--- config.mk ---
export PLATFORM = sky130hd
export DESIGN_NAME = rr_bus_arbiter8_flat
export DESIGN_NICKNAME = d
export VERILOG_FILES = /design/src/rtl/rr_bus_arbiter8_if.sv /design/src/rtl/rr_bus_arbiter8.sv /design/src/flat_wrapper.sv
export SDC_FILE = /design/constraint.sdc
export NUM_CORES = 1
export LEC_CHECK = 0
export CELL_PAD_IN_SITES_DETAIL_PLACEMENT = 0
export CELL_PAD_IN_SITES_GLOBAL_PLACEMENT = 1
export CORE_MARGIN = 2
export CORE_UTILIZATION = 24
export CTS_CLUSTER_SIZE = 40
export DETAILED_ROUTE_END_ITERATION = 10
export GPL_TIMING_DRIVEN = 1
export PLACE_DENSITY_LB_ADDON = 0.12
export SYNTH_ARGS = -nofsm -noshare
export SYNTH_HDL_FRONTEND = slang
export SYNTH_SLANG_ARGS = --single-unit
--- constraint.sdc ---
create_clock -name clk -period 4.7 [get_ports clk]
set_clock_uncertainty 0.1 [all_clocks]
set_input_delay 0.47 -clock clk [delete_from_list [all_inputs] [get_ports clk]]
set_output_delay 0.47 -clock clk [all_outputs]
set_load 0.02 [all_outputs]
--- src/rtl/rr_bus_arbiter8_if.sv ---
// Bus bundle between eight requesters, the shared sink and rr_bus_arbiter8.
// The lock signal exists only when ARB_LOCK_EN is defined.
interface rr_bus_arbiter8_if #(
    parameter int WIDTH = 32
);
    logic [7:0]         req;
    logic [8*WIDTH-1:0] in_data;
    logic               out_ready;
`ifdef ARB_LOCK_EN
    logic               lock;
`endif
    logic [7:0]         gnt;
    logic [2:0]         sel;
    logic [7:0]         ack;
    logic               out_valid;
    logic [WIDTH-1:0]   out_data;

    modport master (
        input  req, in_data, out_ready,
`ifdef ARB_LOCK_EN
        input  lock,
`endif
        output gnt, sel, ack, out_valid, out_data
    );

    modport slave (
        output req, in_data, out_ready,
`ifdef ARB_LOCK_EN
        output lock,
`endif
        input  gnt, sel, ack, out_valid, out_data
    );
endinterface

--- src/rtl/rr_bus_arbiter8.sv ---
// Round-robin arbiter/sequencer for eight sources onto one valid/ready port,
// bursts bounded to MAX_BURST beats. Define ARB_LOCK_EN to let a source extend its grant.
module rr_bus_arbiter8 #(
    parameter int WIDTH     = 32,
    parameter int MAX_BURST = 4
) (
    input  logic              clk,
    input  logic              reset,
    rr_bus_arbiter8_if.master bus
);
    localparam logic [0:0] IDLE  = 1'b0;
    localparam logic [0:0] GRANT = 1'b1;
    localparam logic [3:0] LAST_BEAT = 4'(MAX_BURST - 1);

    logic [0:0] state_p0;
    logic [7:0] gnt_p0;
    logic [2:0] sel_p0;
    logic [2:0] last_p0;
    logic [3:0] beat_cnt_p0;

    logic [2:0] winner;
    logic [2:0] cand;
    logic       found;
    logic       transfer;
    logic       at_limit;
    logic       lock_hold;
    logic       release_grant;

`ifdef ARB_LOCK_EN
    assign lock_hold = bus.lock;
`else
    assign lock_hold = 1'b0;
`endif

    // Search starts just after the last winner so every source gets its turn.
    always_comb begin
        winner = '0;
        cand   = '0;
        found  = 1'b0;
        for (int k = 1; k <= 8; k++) begin
            cand = last_p0 + 3'(k);
            if (!found && bus.req[cand]) begin
                winner = cand;
                found  = 1'b1;
            end
        end
    end

    assign bus.out_valid = (state_p0 == GRANT) && bus.req[sel_p0] && !reset;
    assign transfer      = bus.out_valid && bus.out_ready;
    assign at_limit      = (beat_cnt_p0 == LAST_BEAT);
    assign release_grant = !bus.req[sel_p0] || (transfer && at_limit && !lock_hold);

    assign bus.ack      = transfer ? (8'b1 << sel_p0) : 8'b0;
    assign bus.out_data = reset ? bus.in_data[0 +: WIDTH]
                                : bus.in_data[sel_p0*WIDTH +: WIDTH];
    assign bus.gnt      = gnt_p0;
    assign bus.sel      = sel_p0;

    always_ff @(posedge clk) begin
        if (reset) begin
            state_p0    <= IDLE;
            gnt_p0      <= '0;
            sel_p0      <= '0;
            last_p0     <= 3'd7;
            beat_cnt_p0 <= '0;
        end else begin
            case (state_p0)
                IDLE: begin
                    if (found) begin
                        state_p0    <= GRANT;
                        gnt_p0      <= 8'b1 << winner;
                        sel_p0      <= winner;
                        last_p0     <= winner;
                        beat_cnt_p0 <= '0;
                    end else begin
                        gnt_p0 <= '0;
                    end
                end
                default: begin
                    if (release_grant) begin
                        state_p0    <= IDLE;
                        gnt_p0      <= '0;
                        beat_cnt_p0 <= '0;
                    end else if (transfer && !at_limit) begin
                        // A locked burst parks the counter at the last beat.
                        beat_cnt_p0 <= beat_cnt_p0 + 4'd1;
                    end
                end
            endcase
        end
    end
endmodule

--- src/flat_wrapper.sv ---
// flat-port wrapper written by rule: the top's interface ports become plain ports
module rr_bus_arbiter8_flat 
#(
    parameter int WIDTH     = 32,
    parameter int MAX_BURST = 4
)
  (clk, reset, bus_req, bus_in_data, bus_out_ready, bus_gnt, bus_sel, bus_ack, bus_out_valid, bus_out_data);
  rr_bus_arbiter8_if #(.WIDTH(WIDTH)) bus_i ();
  input  logic clk;
  input  logic reset;
  input wire logic [$bits(bus_i.req)-1:0] bus_req;
  input wire logic [$bits(bus_i.in_data)-1:0] bus_in_data;
  input wire logic [$bits(bus_i.out_ready)-1:0] bus_out_ready;
  output wire logic [$bits(bus_i.gnt)-1:0] bus_gnt;
  output wire logic [$bits(bus_i.sel)-1:0] bus_sel;
  output wire logic [$bits(bus_i.ack)-1:0] bus_ack;
  output wire logic [$bits(bus_i.out_valid)-1:0] bus_out_valid;
  output wire logic [$bits(bus_i.out_data)-1:0] bus_out_data;
  assign bus_i.req = bus_req;
  assign bus_i.in_data = bus_in_data;
  assign bus_i.out_ready = bus_out_ready;
  assign bus_gnt = bus_i.gnt;
  assign bus_sel = bus_i.sel;
  assign bus_ack = bus_i.ack;
  assign bus_out_valid = bus_i.out_valid;
  assign bus_out_data = bus_i.out_data;
  rr_bus_arbiter8 #(.WIDTH(WIDTH), .MAX_BURST(MAX_BURST)) u_core (.clk(clk), .reset(reset), .bus(bus_i));
endmodule
---- Yosys cells after proc, flatten, opt, wreduce, memory -nomap -nowiden ----
Cells that the tools add are included.
storage, ports and cells
  register bits ........................... 19
  bits of input ports ..................... 267
  output and inout bits ................... 52
  logic and storage cells ................. 101
operators by class
  add/subtract/negate cells ............... 8
  order comparisons ....................... 9
  equal/unequal tests ..................... 3
  shift operators ......................... 3
  mux-type cells .......................... 46
  bitwise logic cells ..................... 1
  reduce and logical (&&, ||, !) cells .... 26
operators with widths
  cell                                                        number
  indexed part select 256 x 9 -> 32 bit                       1
  less-than comparator 3 x 4 -> 1 bit, second input constant  9
  2-to-1 mux 32 bit                                           1
  2-to-1 mux 8 bit                                            4
  binary-select mux 1 bit (select 3 bit)                      9
  2-to-1 mux 3 bit                                            8
  2-to-1 mux 1 bit                                            20
  2-to-1 mux 4 bit                                            4
  << shifter 1 x 3 -> 8 bit, first input constant             2
  adder 3 bit, second input constant                          4
  logical AND 1 bit                                           12
  logical NOT 1 bit                                           10
  adder 3 x 2 -> 3 bit, second input constant                 2
  adder 4 x 1 -> 4 bit, second input constant                 1
  equality test 4 x 2 -> 1 bit, second input constant         1
  AND reduction 2 bit                                         2
  adder 3 x 1 -> 3 bit, second input constant                 1
  != test 3 bit, second input constant                        1
  != test 2 bit, second input constant                        1
  nonzero test 2 bit                                          1
  logical OR 1 bit                                            1
  inverter 1 bit                                              1

---- Longest topological paths before layout ----
  depth after elaboration ................. 28
  mapped depth ............................ 12
  depth with buffers taken out ............ 9

---- Least setup slack after synthesis ----
No wires, ideal clock.
  path kind ............................... reg2reg
  start ................................... register u_core.last_p0[0]
  end ..................................... register u_core.gnt_p0[0], in the netlist u_core.bus.gnt[0]
  setup time .............................. 0.117 ns
  arrival ................................. 3.093 ns
  data required time ...................... 4.483 ns
  setup slack ............................. 1.390 ns
  stages on the path, launching flop included .. 13
  path buffers ............................ 3
  clock period less this slack ............ 3.310 ns
  path through ............................ dfxtp_1 buf_6 buf_2 inv_1 ha_1 buf_6 mux2_2 mux4_2 nor3b_4 nand3_4 o21bai_4 nor3_2 a32o_1
between the ends
  longest elaborated chain between the ends .. 28
  elaborated cells between the ends (all ways) .. 56
  those cells by class .................... add/sub (7); shift (1); mux (34); reduce/logical (14)
ends and longest elaborated chain
  item                                    RTL line               source
  start: declaration                      rr_bus_arbiter8.sv:18  logic [2:0] last_p0;
  start signal: assignment                rr_bus_arbiter8.sv:74  last_p0 <= winner;
  adder 3 x 1 -> 3 bit                    rr_bus_arbiter8.sv:41  cand = last_p0 + 3'(k);
  binary-select mux 1 bit (select 3 bit)  rr_bus_arbiter8.sv:42  if (!found && bus.req[cand]) begin
  2-to-1 mux 1 bit (not written as such)  rr_bus_arbiter8.sv:42
  2-to-1 mux 1 bit                        rr_bus_arbiter8.sv:42
  logical NOT 1 bit                       rr_bus_arbiter8.sv:42
  logical AND 1 bit                       rr_bus_arbiter8.sv:42
  2-to-1 mux 1 bit                        rr_bus_arbiter8.sv:42
  logical NOT 1 bit                       rr_bus_arbiter8.sv:42
  [... 12 more ...]                       n/a
  logical AND 1 bit                       rr_bus_arbiter8.sv:42
  2-to-1 mux 1 bit                        rr_bus_arbiter8.sv:42
  logical NOT 1 bit                       rr_bus_arbiter8.sv:42
  logical AND 1 bit                       rr_bus_arbiter8.sv:42
  2-to-1 mux 3 bit                        rr_bus_arbiter8.sv:42
  << shifter 1 x 3 -> 8 bit               rr_bus_arbiter8.sv:72  gnt_p0 <= 8'b1 << winner;
  2-to-1 mux 8 bit (*)                    rr_bus_arbiter8.sv:70  if (found) begin
  2-to-1 mux 8 bit (*)                    rr_bus_arbiter8.sv:68  case (state_p0)
  end signal: assignment                  rr_bus_arbiter8.sv:72
  end: declaration                        rr_bus_arbiter8.sv:16  logic [7:0] gnt_p0;
Every way passes the cells marked *; elsewhere a longest branch is shown, timed or not. The select of a mux whose other input is x is not followed.
A chain may end at the register's enable or synchronous reset.

---- Worst setup path after layout ----
  start ................................... register u_core.sel_p0[0], in the netlist u_core.bus.sel[0]
  end ..................................... output bus_out_data[16]
between the ends
  longest elaborated chain between the ends .. 2
ends and longest elaborated chain
  item                                   RTL line               source
  start: declaration                     rr_bus_arbiter8.sv:17  logic [2:0] sel_p0;
  start signal: assignment               rr_bus_arbiter8.sv:73  sel_p0 <= winner;
  indexed part select 256 x 9 -> 32 bit  rr_bus_arbiter8.sv:56  : bus.in_data[sel_p0*WIDTH +: WIDTH];
  2-to-1 mux 32 bit                      rr_bus_arbiter8.sv:55  assign bus.out_data = reset ? bus.in_data[0 +: WIDTH]
  end: declaration                       flat_wrapper.sv:18     output wire logic [$bits(bus_i.out_data)-1:0] bus_out_data;
Every way passes these cells.

==> flow_summary_export.csv <==
group,metric,value,unit
cts,cts_root_buf,"clkbuf_16",
detailed_routing,drt_iter0_drc,194,
placed_design,globalplace.congestion,0.861,
yosys,yosys-top-cells-count,"mux4_2 (76), nand2_1 (44), mux2i_1 (43)",
yosys,synth_nets,643,
cells_and_area,area_delta_synth_final,87.1,%
sta,period_share,75.8,%
worst_setup_path,crit_fanout,33,
outcome,outcome,"finished, final reports clean",
detailed_routing,ant_nets,0,
global_route,grt_pass1_wl,28.2,mm
yosys,yosysWarningCount,0,
global_route,grt_pass1_vias,4637,
power_and_ir_drop,p_leak,2.55,nW
power_and_ir_drop,power_density,389,nW/um^2
yosys,ys_types,53,
worst_setup_path,cp_data_required_time,4130,ps
yosys,syn_inst,373,
placed_design,port_buffers,318,
worst_setup_path,crit_type,"flip-flop to output pin",
die,row_count,46,
detailed_routing,wl_per_cell,21.7,um
global_route,globalRouteOverflowTotal,0,
cells_and_area,fin_nets,939,
die,ios,319,
die,start_util,24.7,%
detailed_routing,drt_pass1_iterations,4,
cts,clk_pin_slew,50,ps
worst_setup_path,end_kind,"output pin",
yosys,synthArstFlopShare,0,%
cts,numCtsBuffers,3,
sta,setup_viol_count_final,0,
yosys,netlist_area,3950,um^2
placed_design,place_area,7310,um^2
worst_setup_path,worstPathArrival,2990,ps
power_and_ir_drop,p_seq_share,12.7,%
job,cap_violations,0,
placed_design,place_ws,1350,ps
sta,fin_crit,3560,ps
worst_setup_path,crit_end,"bus_out_data[16]",
die,coreArea,16000,um^2
global_route,track_usage,20.9,%
sta,tightestPinTransition,786,ps
yosys,synth_ff_type,"dfxtp_1",
global_route,antenna_found_initial,0,
power_and_ir_drop,max-vdd-ir-drop,179,uV
sta,rsz0062_at_grt,"false",
cells_and_area,design_area,7400,um^2
power_and_ir_drop,p_total,0.00288,W
cts,cts_tree,"yes",
detailed_routing,totalWireLength,19.2,mm
yosys,ys_seq_elements,19,
placed_design,post-dp-hpwl,16.4,mm
worst_setup_path,rr_startpoint,"u_core.last_p0[1]",
cells_and_area,post-route-util,46.2,%
cts,ctsHoldBuffers,0,
cells_and_area,drive_gt1_share,17.7,%
die,die_area,17500,um^2
worst_setup_path,rrSetupSlack,1350,ps
sta,max_slew_margin,47.6,%
cts,htree_levels,1,
worst_setup_path,r2r_end,"u_core.bus.gnt[4]",
worst_setup_path,reg2regPathDepth,9,
sta,finalSetupTns,0,ps
yosys,yosysSeqAreaShare,9.62,%
yosys,synthTopCellsByArea,"mux4_2 (43%), mux2i_1 (11%), dfxtp_1 (9.6%)",
power_and_ir_drop,clock_power_share,6.0,%
worst_setup_path,crit_path_start,"u_core.bus.sel[0]",
yosys,synth.most_common_cell,"mux4_2",
global_route,grt_max_degree,54,
power_and_ir_drop,p_int,0.00157,W
power_and_ir_drop,p_switching,0.00131,W
die,die_w,132,um
detailed_routing,vias,4495,
cts,cts_sinks,19,
sta,hold_violations,0,
sta,clock.fmax,281,MHz
sta,slew_viol_final,0,
power_and_ir_drop,netSwitchingFraction,45.6,%
worst_setup_path,cp-start-kind,"flip-flop",
detailed_routing,vias_per_cell,5.08,
cts,clock_path_buffers,2,
yosys,synth_edf_count,0,
yosys,synthDominantCellAreaShare,43.3,%
cts,cts_setup_buffers,0,
power_and_ir_drop,comb_power_share,81.2,%
sta,fin_ws,1140,ps
yosys,yosysTopAreaCell,"mux4_2",
hold_path,hp-class,"flip-flop to flip-flop",
cts,clock_latency,250,ps
detailed_routing,drc_errors,0,
die,die_h,132,um
cts,cts_resized,0,
yosys,syn_area_per_cell,10.6,um^2
worst min-delay path by stage:
stage / cells after the start / start / to
after global routing: 1 / u_core.bus.gnt[6] / u_core.bus.gnt[6]
after CTS: 1 / u_core.bus.gnt[0] / u_core.bus.gnt[0]
after global placement: 1 / u_core.bus.gnt[0] / u_core.bus.gnt[0]
after floorplan: 2 / u_core.beat_cnt_p0[1] / u_core.beat_cnt_p0[1]
after detailed placement: 1 / u_core.bus.gnt[0] / u_core.bus.gnt[0]
final: 1 / u_core.bus.gnt[0] / u_core.bus.gnt[0]
critical path: stages, from the launching register on:
cell             delay, ps
dfxtp_4                750
buf_4                  500
mux4_2                 550
mux2i_1                130
o21ai_0                170
clkdlybuf4s50_1        610
power by group through the flow:
| stage | registers (W) | clock network (W) | logic, W |
|---|---|---|---|
| final | 0.000366 | 0.000174 | 0.00234 |
| after global routing | 0.000389 | 0.000186 | 0.00251 |
| after CTS | 0.000375 | 0.000179 | 0.00235 |
| after detailed placement | 0.000378 | 0 | 0.00234 |
| after global placement | 0.000378 | 0 | 0.00235 |
| after floorplan | 0.000275 | 0 | 0.00167 |
layout by cell type, fill, tap and decap left out, drive strengths merged, types with 7 or more instances in the layout:
| cell | Yosys | layout |
|---|---|---|
| clkdlybuf4s50 | 0 | 317 |
| mux4 | 76 | 76 |
| nand2 | 44 | 44 |
| mux2i | 44 | 44 |
| o21ai | 38 | 38 |
| nor2 | 21 | 21 |
| dfxtp | 19 | 19 |
| a21oi | 13 | 13 |
| mux2 | 9 | 9 |
| buf | 21 | 8 |
| a32o | 8 | 8 |
| nand2b | 7 | 7 |
through the flow:
step	std cells	hold slack [ps]
3_3_place_gp	880	359
3_5_place_dp	880	356
5_1_grt	884	395
2_1_floorplan	373	349
4_1_cts	884	369
6_report	885	365
kinds of logic (layout without fill, tap and decap cells):
| group | Yosys count | after routing | share of synthesized area (%) |
|---|---|---|---|
| AO/OA/AOI/OAI | 83 | 83 | 15.0 |
| XOR/XNOR | 2 | 2 | 0.443 |
| adder cells (fa/ha/maj) | 3 | 3 | 0.950 |
| buffers and inverters | 40 | 335 | 4.31 |
| flip-flops | 19 | 19 | 9.62 |
| multiplexers | 129 | 129 | 57.3 |
| other | 0 | 1 | 0 |
| AND/OR/NAND/NOR | 97 | 97 | 12.3 |
layer usage:
| layer | vias to the layer above | share of wire [%] | global-route usage (%) |
|---|---|---|---|
| met5 | - | 0 | 0 |
| met4 | 0 | 1.9 | 4.78 |
| met3 | 18 | 6.9 | 4.04 |
| met2 | 210 | 53 | 38.8 |
| met1 | 2153 | 38 | 24.9 |
| li1 | 2114 | - | - |
layout make-up:
| type | instances | area (um^2) |
|---|---|---|
| Sequential cell | 19 | 389 |
| Inverter | 6 | 22.5 |
| Clock inverter | 1 | 5.00 |
| Timing Repair Buffer | 325 | 3230 |
| Multi-Input combinational cell | 314 | 3400 |
| Fill cell | 1536 | 8600 |
| Tap cell | 216 | 270 |
| Antenna cell | 1 | 2.50 |
| Clock buffer | 3 | 75.1 |
registers in the layout, summed over array words and instances, names as in the netlist:
name	flops
u_core.beat_cnt_p0	4
u_core.bus.sel	3
u_core.last_p0	3
u_core.bus.gnt	8
u_core.state_p0	1
No activity file was read; power rests on OpenSTA's default activity.
